**config.mk**
```make
export PLATFORM = sky130hd
export DESIGN_NAME = commit_arbiter
export DESIGN_NICKNAME = d
export VERILOG_FILES = /design/src/rtl/dragonfang_pkg.sv /design/src/rtl/commit_fifo.sv /design/src/rtl/commit_arbiter.sv
export SDC_FILE = /design/constraint.sdc
export NUM_CORES = 1
export LEC_CHECK = 0
export CAP_MARGIN = 20
export CORE_MARGIN = 2
export CORE_UTILIZATION = 55
export DETAILED_ROUTE_END_ITERATION = 10
export GPL_TIMING_DRIVEN = 0
export PLACE_DENSITY = 0.82
export SLEW_MARGIN = 20
export SYNTH_ARGS = -nofsm -noshare
export SYNTH_HDL_FRONTEND = slang
export SYNTH_SLANG_ARGS = --single-unit
```
**constraint.sdc**
```tcl
create_clock -name clk -period 6.2 [get_ports clk]
set_input_delay 0.62 -clock clk [delete_from_list [all_inputs] [get_ports clk]]
set_output_delay 0.62 -clock clk [all_outputs]
set_load 0.01 [all_outputs]
```
**src/rtl/dragonfang_pkg.sv**
```systemverilog
// Shared types and helpers for the dragonfang lane execution/commit boundary.
package dragonfang_pkg;

   localparam int FU_ID_W        = 4;
   localparam int VREG_ADDR_W    = 16;
   localparam int VD_W           = 8;
   localparam int DEFAULT_NUM_FU = 4;

   // Result packet as produced by a functional unit.
   typedef struct packed {
      logic [FU_ID_W-1:0]     functional_unit_id;
      logic [VREG_ADDR_W-1:0] vector_destination_address;
      logic [VD_W-1:0]        vd;
   } execution_output_packet_t;

   // Packet as consumed by the commit stage.
   typedef struct packed {
      logic [VREG_ADDR_W-1:0] vector_destination_address;
      logic [VD_W-1:0]        vd;
   } commit_input_packet_t;

   // Width of a channel index for a given number of functional units.
   function automatic int commit_source_w(input int num_fu);
      return (num_fu > 1) ? $clog2(num_fu) : 1;
   endfunction

   typedef logic [commit_source_w(DEFAULT_NUM_FU)-1:0] commit_source_t;

   // Strip the routing id and keep the fields commit needs.
   function automatic commit_input_packet_t pack_execution_to_commit(
      input execution_output_packet_t pkt
   );
      commit_input_packet_t c;
      c.vector_destination_address = pkt.vector_destination_address;
      c.vd                         = pkt.vd;
      return c;
   endfunction

endpackage

```
**src/rtl/commit_fifo.sv**
```systemverilog
// Per-channel packet FIFO: registered storage, combinational head read.
// Pointers carry one extra MSB so full and empty are distinguishable.
module commit_fifo
   import dragonfang_pkg::*;
#(
   parameter int  FIFO_DEPTH = 2,
   parameter type packet_t   = commit_input_packet_t
) (
   input  logic    clk,
   input  logic    rst_n,
   input  logic    push,
   input  packet_t push_data,
   input  logic    pop,
   output packet_t head,
   output logic    empty,
   output logic    full
);

   localparam int AW = $clog2(FIFO_DEPTH);
   localparam int PW = AW + 1;

   packet_t       mem [FIFO_DEPTH];
   logic [PW-1:0] wr_ptr;
   logic [PW-1:0] rd_ptr;
   logic          do_push;
   logic          do_pop;

   assign empty   = (wr_ptr == rd_ptr);
   assign full    = (wr_ptr[AW] != rd_ptr[AW]) && (wr_ptr[AW-1:0] == rd_ptr[AW-1:0]);
   assign do_push = push && !full;
   assign do_pop  = pop && !empty;
   assign head    = mem[rd_ptr[AW-1:0]];

   // Pointer update; both may move in the same cycle, keeping count and order.
   always_ff @(posedge clk or negedge rst_n) begin
      if (!rst_n) begin
         wr_ptr <= '0;
         rd_ptr <= '0;
      end else begin
         if (do_push) wr_ptr <= wr_ptr + 1'b1;
         if (do_pop)  rd_ptr <= rd_ptr + 1'b1;
      end
   end

   // Storage write; data is not reset, emptiness is tracked by the pointers.
   always_ff @(posedge clk) begin
      if (do_push) mem[wr_ptr[AW-1:0]] <= push_data;
   end

endmodule

```
**src/rtl/commit_arbiter.sv**
```systemverilog
// Collects result packets from NUM_FU functional units into per-unit FIFOs
// and forwards one per cycle to commit under round-robin arbitration.
// Packets arriving on the wrong port are consumed, dropped and flagged.
module commit_arbiter
   import dragonfang_pkg::*;
#(
   parameter int NUM_FU     = 4,
   parameter int FIFO_DEPTH = 2
) (
   input  logic                                 clk,
   input  logic                                 rst_n,
   input  execution_output_packet_t [NUM_FU-1:0] execution_output_packet,
   input  logic [NUM_FU-1:0]                    execution_valid,
   output logic [NUM_FU-1:0]                    execution_ready,
   output commit_input_packet_t                 commit_input_packet,
   output logic                                 commit_valid,
   input  logic                                 commit_ready,
   output logic [commit_source_w(NUM_FU)-1:0]   commit_source,
   output logic [NUM_FU-1:0]                    id_mismatch
);

   localparam int SRC_W = commit_source_w(NUM_FU);

   logic [NUM_FU-1:0]    id_ok;
   logic [NUM_FU-1:0]    fifo_push;
   logic [NUM_FU-1:0]    fifo_pop;
   logic [NUM_FU-1:0]    fifo_empty;
   logic [NUM_FU-1:0]    fifo_full;
   commit_input_packet_t push_pkt  [NUM_FU];
   commit_input_packet_t fifo_head [NUM_FU];

   logic [SRC_W-1:0]     rr_ptr;
   logic [SRC_W-1:0]     scan_idx;
   logic                 scan_found;
   logic                 lock_vld;
   logic [SRC_W-1:0]     lock_idx;
   logic [SRC_W-1:0]     grant_idx;
   logic                 commit_fire;

   for (genvar i = 0; i < NUM_FU; i++) begin : g_fu
      assign id_ok[i]     = (execution_output_packet[i].functional_unit_id == FU_ID_W'(i));
      assign fifo_push[i] = execution_valid[i] && !fifo_full[i] && id_ok[i];
      assign push_pkt[i]  = pack_execution_to_commit(execution_output_packet[i]);

      commit_fifo #(
         .FIFO_DEPTH (FIFO_DEPTH),
         .packet_t   (commit_input_packet_t)
      ) u_fifo (
         .clk       (clk),
         .rst_n     (rst_n),
         .push      (fifo_push[i]),
         .push_data (push_pkt[i]),
         .pop       (fifo_pop[i]),
         .head      (fifo_head[i]),
         .empty     (fifo_empty[i]),
         .full      (fifo_full[i])
      );
   end

   // Ready depends only on occupancy, never on a same-cycle pop.
   assign execution_ready = ~fifo_full;

   // Round-robin scan: first non-empty channel starting at rr_ptr.
   always_comb begin
      int idx;
      logic [SRC_W-1:0] idx_w;
      scan_found = 1'b0;
      scan_idx   = '0;
      idx        = 0;
      idx_w      = '0;
      for (int k = 0; k < NUM_FU; k++) begin
         idx = int'(rr_ptr) + k;
         if (idx >= NUM_FU) idx = idx - NUM_FU;
         idx_w = SRC_W'(idx);
         if (!scan_found && !fifo_empty[idx_w]) begin
            scan_found = 1'b1;
            scan_idx   = idx_w;
         end
      end
   end

   // Output selection: a locked grant overrides the scan while commit stalls.
   always_comb begin
      grant_idx           = lock_vld ? lock_idx : scan_idx;
      commit_valid        = lock_vld || scan_found;
      commit_source       = '0;
      commit_input_packet = '0;
      if (commit_valid) begin
         commit_source       = grant_idx;
         commit_input_packet = fifo_head[grant_idx];
      end
      commit_fire = commit_valid && commit_ready;
      for (int i = 0; i < NUM_FU; i++) begin
         fifo_pop[i] = commit_fire && (grant_idx == SRC_W'(i));
      end
   end

   // Round-robin pointer and grant lock.
   always_ff @(posedge clk or negedge rst_n) begin
      if (!rst_n) begin
         rr_ptr   <= '0;
         lock_vld <= 1'b0;
         lock_idx <= '0;
      end else if (commit_fire) begin
         rr_ptr   <= (grant_idx == SRC_W'(NUM_FU - 1)) ? '0 : grant_idx + 1'b1;
         lock_vld <= 1'b0;
      end else if (commit_valid) begin
         lock_vld <= 1'b1;
         lock_idx <= grant_idx;
      end
   end

   // Mismatch flag pulses the cycle after a wrong-port packet is consumed.
   always_ff @(posedge clk or negedge rst_n) begin
      if (!rst_n) begin
         id_mismatch <= '0;
      end else begin
         id_mismatch <= execution_valid & execution_ready & ~id_ok;
      end
   end

endmodule

```
-- Yosys cells after proc, flatten, opt, wreduce, memory -nomap -nowiden
Memory sizes are Yosys's and may differ from the RTL's.
Cells that the tools add are included.
Widths: inputs -> output; s select.
- input port bits: 119
- memories: 4
- bits in registers: 25
- output and inout port bits: 35
- bits in writable memories: 192
- memory list (memory ; depth ; width ; read ports ; clocked after Yosys merged registers in ; write ports ; line ; source):
    g_fu[0].u_fifo.mem ; 2 ; 24 ; 1 ; 0 ; 1 ; commit_fifo.sv:22 ; packet_t mem [FIFO_DEPTH];
    g_fu[1].u_fifo.mem ; 2 ; 24 ; 1 ; 0 ; 1 ; commit_fifo.sv:22 ;
    g_fu[2].u_fifo.mem ; 2 ; 24 ; 1 ; 0 ; 1 ; commit_fifo.sv:22 ;
    g_fu[3].u_fifo.mem ; 2 ; 24 ; 1 ; 0 ; 1 ; commit_fifo.sv:22 ;
- equality and inequality tests: 18
- add/subtract/negate cells: 16
- bitwise gates (word level): 6
- muxes and demuxes: 37
- order comparisons: 9
- reductions and logical operators: 46
- operator list (cell ; count):
    $mux 24 ; 3
    $bmux 24 s2 ; 1
    $logic_and 1x1->1 ; 28
    $mux 2 ; 11
    $add 2x1->2 const B ; 9
    $mux 1 ; 18
    $logic_not 1->1 ; 13
    $ge 3x3->1 const B ; 4
    $lt 2x3->1 const B ; 4
    $and 4x4->4 ; 2
    $bmux 1 s2 ; 4
    $eq 2x2->1 ; 4
    $eq 4x2->1 const B ; 2
    $not 4->4 ; 2
    $sub 2x1->2 const B ; 4
    $add 2x2->3 const B ; 2
    $eq 1x1->1 ; 4
    $eq 2x2->1 const B ; 2
    $eq 4x1->1 const B ; 1
    $logic_not 4->1 ; 1
    $ne 1x1->1 ; 4
    $add 2x1->3 const B ; 1
    $ge 2x3->1 const B ; 1
    $not 2->3 ; 1
    6 further kinds ; 6

-- Logic depth before layout (Yosys ltp)
Gate-level depths: netlist (run 1).
- word-level depth: 20
- mapped depth: 11
- depth with buffers taken out: 9

-- Hierarchy
From an unflattened synthesis (run 1), not the netlist that was laid out.
- cells, all modules: 563
- area, all modules: 9218.8 um^2
- modules (own cells, without submodules) (module ; area an instance (um^2) ; instances ; cells each ; seq. area each (um^2)):
    commit_fifo ; 1970.6 ; 4 ; 102 ; 1541.5
    commit_arbiter ; 1336.3 ; 1 ; 155 ; 225.2

-- Worst setup path before layout (run 1)
No wires, ideal clock.
- path kind: register to output
- from: reg g_fu[2].u_fifo.rd_ptr[0]
- to: out commit_input_packet[14] (netlist name)
- path slack: 3493 ps
- arrival time: 2087 ps
- path buffers: 2
- stages on the path, launching flop included: 9
- path through: dfrtp_1 -> buf_6 -> xnor2_2 -> nand2_4 -> a2111o_1 -> nand3_4 -> buf_4 -> o211ai_1 -> a21oi_1
- RTL lines (element ; line ; source):
    start: declaration ; commit_fifo.sv:24 ; logic [PW-1:0] rd_ptr;
    start signal: assignment ; commit_fifo.sv:41 ; if (do_pop) rd_ptr <= rd_ptr + 1'b1;
    end: declaration ; commit_arbiter.sv:15 ; output commit_input_packet_t commit_input_packet,

==> flow_metrics.py, run 1 <==
metrics = {
    "outcome": {
        "outcome": "completed",
    },
    "logic_synthesis": {
        "ys_async_sr_fraction": 0.1152,
        "synth_edf_count": 192,
        "ys_seq_area_frac": 0.6745,
        "yosys.area.top_type": "edfxtp_1",
        "synth_flop_cell": "edfxtp_1",
        "syn_area_per_cell_um2": 15.66,
        "synth_seq_cells": 217,
        "ys_warn_count": 0,
        "syn_nets": 725,
        "synth.distinct_cells": 50,
        "yosysTopAreaCellShare": 0.6085,
        "yosys-top-cells-area": "edfxtp_1 (61%), dfrtp_1 (6.6%), mux2_2 (6.2%), mux2i_1 (5.1%), o31ai_1 (3.9%)",
        "syn_area_um2": 9475,
        "synth_cells": 605,
    },
    "setup_path": {
        "worst_setup_path_end_kind": "output port",
        "crit_start": "g_fu[3].u_fifo.rd_ptr[0]",
        "crit_path_max_incr_delay_ps": 590,
        "cp-start-kind": "flop",
        "path_max_fanout": 10,
        "reg2reg_slack_ps": 3280,
        "rr_endpoint": "g_fu[3].u_fifo.rd_ptr[1]",
        "crit_chain": "buf_6, xnor2_1, nand2_2, o2111a_1, buf_2, buf_1, o31ai_1, o211ai_1, a21oi_1, clkdlybuf4s50_1",
        "critical_path.slowest_cell": "clkdlybuf4s50_1",
        "r2r_start": "g_fu[1].u_fifo.rd_ptr[0]",
        "cp.required_ps": 5580,
        "reg2reg_depth": 11,
        "worst_ep_arrival_time_ps": 3860,
        "crit_type": "reg -> out",
    },
    "timing": {
        "hold_ws_ps": 105.5,
        "setup_ws_ps": 1718,
        "worst_pin_slew_ps": 826.1,
        "slew_violations": 0,
        "finalSetupTns_ps": 0,
        "hold_viol": 0,
        "setup-violations-final": 0,
        "period_minus_slack_ps": 4482,
        "skew_ps": 19.25,
        "rsz0062_at_grt": "false",
        "slew_headroom": 0.4480,
        "fin_crit_sh": 0.7229,
        "fmax_mhz": 223.1,
    },
    "grt": {
        "antenna_found_initial": 0,
        "grt_pass1_vias": 6341,
        "overflow": 0,
        "grt_start_max_net_pins": 26,
        "grt_usage": 0.2488,
        "grt_pass1_wl_mm": 34.46,
    },
    "clock_network": {
        "ctsLongestPathBuffers": 3,
        "clock_latency_ps": 530,
        "clk_root_buffer_cell": "clkbuf_16",
        "h-tree-depth": 1,
        "cts_resized": 0,
        "cts_tree": "done",
        "hold_buffers": 0,
        "cts_num_sinks": 217,
        "cts_made_buffers": 23,
        "path_clk_slew_ps": 60,
        "post_cts.repair.setup_buffers": 0,
    },
    "power_and_ir_drop": {
        "ir_worst_vdd_uv": 477.7,
        "power.leakage_nw": 4.202,
        "power_density_nw_per_um2": 498.8,
    },
    "routing": {
        "viasPerCell": 6.000,
        "drcViolationCount": 0,
        "ant_nets": 0,
        "vias": 6120,
        "wl_mm": 22.84,
        "wl_per_cell_um": 22.39,
        "drt_first_pass_iters": 5,
        "drt_iter0_drc": 408,
    },
    "floorplanning": {
        "die_h_um": 135.3,
        "core_area_um2": 16700,
        "initial_utilization": 0.5674,
        "io_pins": 154,
        "die-area_um2": 18290,
        "rows": 47,
        "die_x_um": 135.3,
    },
    "placed_design": {
        "post_dp_cell_area_um2": 11340,
        "place_ws_ps": 2335,
        "hpwl_mm": 16.00,
        "gp_congestion": 0.8981,
        "io_buffers": 153,
    },
    "hold_path": {
        "min_path_type": "in -> async",
    },
    "layout": {
        "final_common_cell": "edfxtp_1",
        "finish.net_count": 904,
        "drive_gt1_frac": 0.1713,
        "diodes": 0,
        "area_growth_pct": 27.52,
        "fin_area_um2": 12080,
        "final_cell_mix": "edfxtp_1 (192), clkdlybuf4s50_1 (152), mux2_2 (52)",
    },
    "run": {
        "cap_violations": 0,
    },
}
[routing by layer]
metal | wire (um) | part of all wire | vias to the layer above | track usage
li1 | - | - | 2769 | -
met1 | 9117 | 0.40 | 3013 | 0.3191
met2 | 11380 | 0.50 | 289 | 0.4289
met3 | 1696 | 0.074 | 49 | 0.04976
met4 | 646 | 0.028 | 0 | 0.08102
met5 | 0 | 0 | - | 0
[cell families (layout without fill, tap and decap cells)]
| group | Yosys count | after routing | share of synthesized area |
|---|---|---|---|
| xor+xnor | 28 | 28 | 0.02747 |
| mux | 100 | 100 | 0.1125 |
| buf+inv | 51 | 246 | 0.03050 |
| flops | 217 | 217 | 0.6745 |
| compound gates | 140 | 140 | 0.1101 |
| simple gates | 68 | 68 | 0.04358 |
| fa+ha+maj | 1 | 1 | 0.001320 |
[worst max path at each step]
stage / to / slack, ps / cells past startpoint
final: commit_input_packet[1] / 1720 / 10
after global routing: commit_input_packet[1] / 1550 / 10
after CTS: commit_input_packet[1] / 1700 / 10
after detailed placement: commit_input_packet[1] / 2340 / 10
after global placement: commit_input_packet[1] / 2360 / 10
after floorplan: commit_input_packet[14] / 3490 / 8
[flip-flops by register name, summed over array words and instances (netlist names)]
name                count
g_fu.u_fifo.wr_ptr      8
id_mismatch             4
g_fu.u_fifo.mem       192
lock_idx                2
rr_ptr                  2
g_fu.u_fifo.rd_ptr      8
lock_vld                1
[through the flow]
stage                 util  total power, mW  std cells
floorplan                -            3.506        605
global placement    0.6755            4.605        978
detailed placement  0.6792            4.666        979
CTS                 0.7235            6.051       1020
global route        0.7235            6.283       1020
finish              0.7235            6.027       1020
[critical path, delay by kind of cell, from the launching register on]
family,cells,cell delay [ps]
AOI/OAI and AO/OA,4,1030
xor gates and xnor gates,1,460
buffers and inverters,4,1220
DFF,1,370
and+or+nand+nor,1,250
[cell type report]
cell class | instances | area, um^2
multi-input combinational | 337 | 2850
timing repair buffer | 154 | 1538
inverter | 8 | 30.03
sequential | 217 | 6391
clock inverter | 6 | 98.84
tap | 220 | 275.3
clock buffer | 35 | 640.6
buffer | 43 | 259.0
fill | 1105 | 4618
[power breakdown]
group / total (mW) / leakage, nW / internal, mW / switching [mW]
sequential: 1.78 / 2.03 / 1.70 / 0.0807
clock: 1.36 / 0.360 / 0.801 / 0.555
combinational: 2.89 / 1.81 / 1.30 / 1.59
[synth_stat cells, types with 2 or more instances]
| cell | number |
|---|---|
| a21oi_1 | 28 |
| buf_4 | 8 |
| buf_6 | 7 |
| mux2i_1 | 48 |
| and2_1 | 2 |
| o21ai_0 | 2 |
| o211ai_1 | 48 |
| buf_1 | 2 |
| dfrtp_1 | 25 |
| nor4b_1 | 2 |
| a2111oi_4 | 2 |
| nor4b_2 | 3 |
| nor2_1 | 16 |
| buf_2 | 11 |
| nand4_1 | 3 |
| xnor2_1 | 13 |
| xnor2_2 | 2 |
| inv_1 | 7 |
| nand2b_1 | 3 |
| o31ai_1 | 49 |
| nand3b_1 | 2 |
| o31a_2 | 2 |
| o2111a_1 | 2 |
| nor4_1 | 3 |
| nand2_1 | 12 |
| xor2_1 | 13 |
| mux2_2 | 52 |
| clkbuf_1 | 14 |
| o2111ai_1 | 2 |
| edfxtp_1 | 192 |
| nand3_1 | 11 |
Note: power is estimated with default switching activity, not from simulation.
==> run 2: changes to the inputs <==
--- a/config.mk
+++ b/config.mk
@@ -7,10 +7,10 @@
 export LEC_CHECK = 0
 export CAP_MARGIN = 20
 export CORE_MARGIN = 2
-export CORE_UTILIZATION = 55
+export CORE_UTILIZATION = 48
 export DETAILED_ROUTE_END_ITERATION = 10
 export GPL_TIMING_DRIVEN = 0
-export PLACE_DENSITY = 0.82
+export PLACE_DENSITY = 0.76
 export SLEW_MARGIN = 20
 export SYNTH_ARGS = -nofsm -noshare
 export SYNTH_HDL_FRONTEND = slang
==> constraint.sdc (replaced) <==
create_clock -name clk -period 4.01 [get_ports clk]
set_input_delay 0.401 -clock clk [delete_from_list [all_inputs] [get_ports clk]]
set_output_delay 0.401 -clock clk [all_outputs]
set_load 0.01 [all_outputs]
==> flow_metrics.py, run 2 (same netlist as run 1, synthesis figures left out) <==
metrics = {
    "floorplanning": {
        "die_x_um": 144.5,
        "die-area_um2": 20880,
        "core_area_um2": 19400,
        "io_pins": 154,
        "initial_utilization": 0.4885,
        "rows": 51,
        "die_h_um": 144.5,
    },
    "grt": {
        "grt_pass1_vias": 6174,
        "grt_start_max_net_pins": 26,
        "antenna_found_initial": 1,
        "overflow": 0,
        "grt_pass1_wl_mm": 33.29,
        "grt_usage": 0.2131,
    },
    "timing": {
        "fin_crit_sh": 0.9681,
        "hold_viol": 0,
        "slew_violations": 0,
        "setup_ws_ps": 128.0,
        "finalSetupTns_ps": 0,
        "period_minus_slack_ps": 3882,
        "setup-violations-final": 0,
        "worst_pin_slew_ps": 804.3,
        "slew_headroom": 0.4625,
        "skew_ps": 9.481,
        "fmax_mhz": 257.6,
        "hold_ws_ps": 455.0,
    },
    "setup_path": {
        "crit_path_max_incr_delay_ps": 580,
        "crit_top_cell": "o31ai_1",
        "crit_type": "reg -> out",
        "crit_chain": "xnor2_4, a2111oi_4, o31ai_1, buf_4, buf_6, o31ai_1, o211ai_1, a21oi_1, clkdlybuf4s50_1",
        "worst_setup_path_end_kind": "output port",
        "path_delay_family": "compound AO/OA/AOI/OAI gates",
        "cp.required_ps": 3610,
        "cp_num_buf_inv": 3,
        "worst_ep_arrival_time_ps": 3480,
        "path_max_fanout": 10,
        "critical_path.slowest_cell": "clkdlybuf4s50_1",
        "cp-start-kind": "flop",
    },
    "routing": {
        "vias": 6117,
        "wl_mm": 22.31,
        "wl_per_cell_um": 20.97,
        "viasPerCell": 5.749,
        "ant_nets": 0,
        "drt_first_pass_iters": 5,
        "drcViolationCount": 0,
        "drt_iter0_drc": 517,
    },
    "layout": {
        "final_cell_mix": "edfxtp_1 (192), clkdlybuf4s50_1 (152), mux2_2 (52)",
        "postLayoutCoreUtil": 0.6331,
        "final_common_cell": "edfxtp_1",
        "stdcell_count": 1064,
        "area_growth_pct": 29.62,
        "drive_gt1_frac": 0.1952,
        "fin_area_um2": 12280,
        "largest_register_ffs": 192,
        "multiInputGateArea_um2": 3012,
        "regArea_um2": 6392,
        "finish.net_count": 904,
        "fillers": 1456,
        "diodes": 0,
    },
    "power_and_ir_drop": {
        "total_power_mw": 9.426,
        "power.leakage_nw": 4.235,
        "ir_worst_vdd_uv": 771.3,
        "power_density_nw_per_um2": 767.5,
    },
    "run": {
        "cap_violations": 0,
    },
    "placed_design": {
        "io_buffers": 153,
        "hpwl_mm": 15.77,
        "dp_cells": 1024,
        "place_ws_ps": 432.4,
        "gp_congestion": 0.9564,
        "post_dp_cell_area_um2": 11400,
    },
    "clock_network": {
        "cts_tree": "done",
        "cts_num_sinks": 217,
        "h-tree-depth": 1,
        "path_clk_slew_ps": 60,
        "clock_latency_ps": 500,
        "ctsLongestPathBuffers": 3,
        "cts_made_buffers": 23,
        "clk_root_buffer_cell": "clkbuf_16",
        "post_cts.repair.setup_buffers": 0,
    },
    "outcome": {
        "outcome": "completed",
    },
    "hold_path": {
        "min_path_type": "in -> async",
    },
}
-- run 2: cell types whose count changed in the layout (fill, tap and decap cells not counted), sizes merged --
cell | before | now
dlygate4sd3 | 0 | 1
inv | 9 | 8
clkinv | 3 | 11
buf | 30 | 25
clkbuf | 50 | 45
clkinvlp | 0 | 1
-- run 2: final cells by class --
class	count	share of cell area
multi-input cells	337	0.2452
repair buffers	155	0.1260
inverters	8	0.002445
plain buffers	42	0.02170
clock inverters	14	0.009372
clock buffers	26	0.04778
well taps	265	0.02700
flip-flops and latches	217	0.5205
-- run 2: worst paths after layout --
path | start | end | slack (ps) | depth (start not counted)
max | g_fu[2].u_fifo.wr_ptr[0] | commit_input_packet[12] | 130 | 9
min in group clk | execution_valid[1] | id_mismatch[1] | 460 | 3
max in group asynchronous | rst_n | g_fu[0].u_fifo.wr_ptr[0] | 3090 | 2
max reg2reg | g_fu[1].u_fifo.wr_ptr[0] | g_fu[3].u_fifo.rd_ptr[1] | 1240 | 11
min | rst_n | id_mismatch[0] | 460 | 2
min reg2reg | g_fu[3].u_fifo.rd_ptr[1] | g_fu[3].u_fifo.rd_ptr[1] | 520 | 1
-- run 2: repair_timing --
item	in CTS	in global routing
resized for setup	6	26
pin swaps	0	1
endpoints found under the hold margin	25	0
endpoints found under the setup margin	10	24
hold buffers	1	0
-- run 2: per-layer routing --
metal,GRT usage,wire (um)
met1,0.2802,8833
met2,0.3594,10930
met3,0.03709,1873
met4,0.07409,669
met5,0,0
-- run 2: report_power, final --
| group | switching, mW | internal [mW] | leakage (nW) |
|---|---|---|---|
| Combinational | 2.51 | 2.12 | 1.86 |
| Clock | 0.831 | 1.17 | 0.344 |
| Sequential | 0.163 | 2.63 | 2.03 |
| Total | 3.50 | 5.92 | 4.23 |
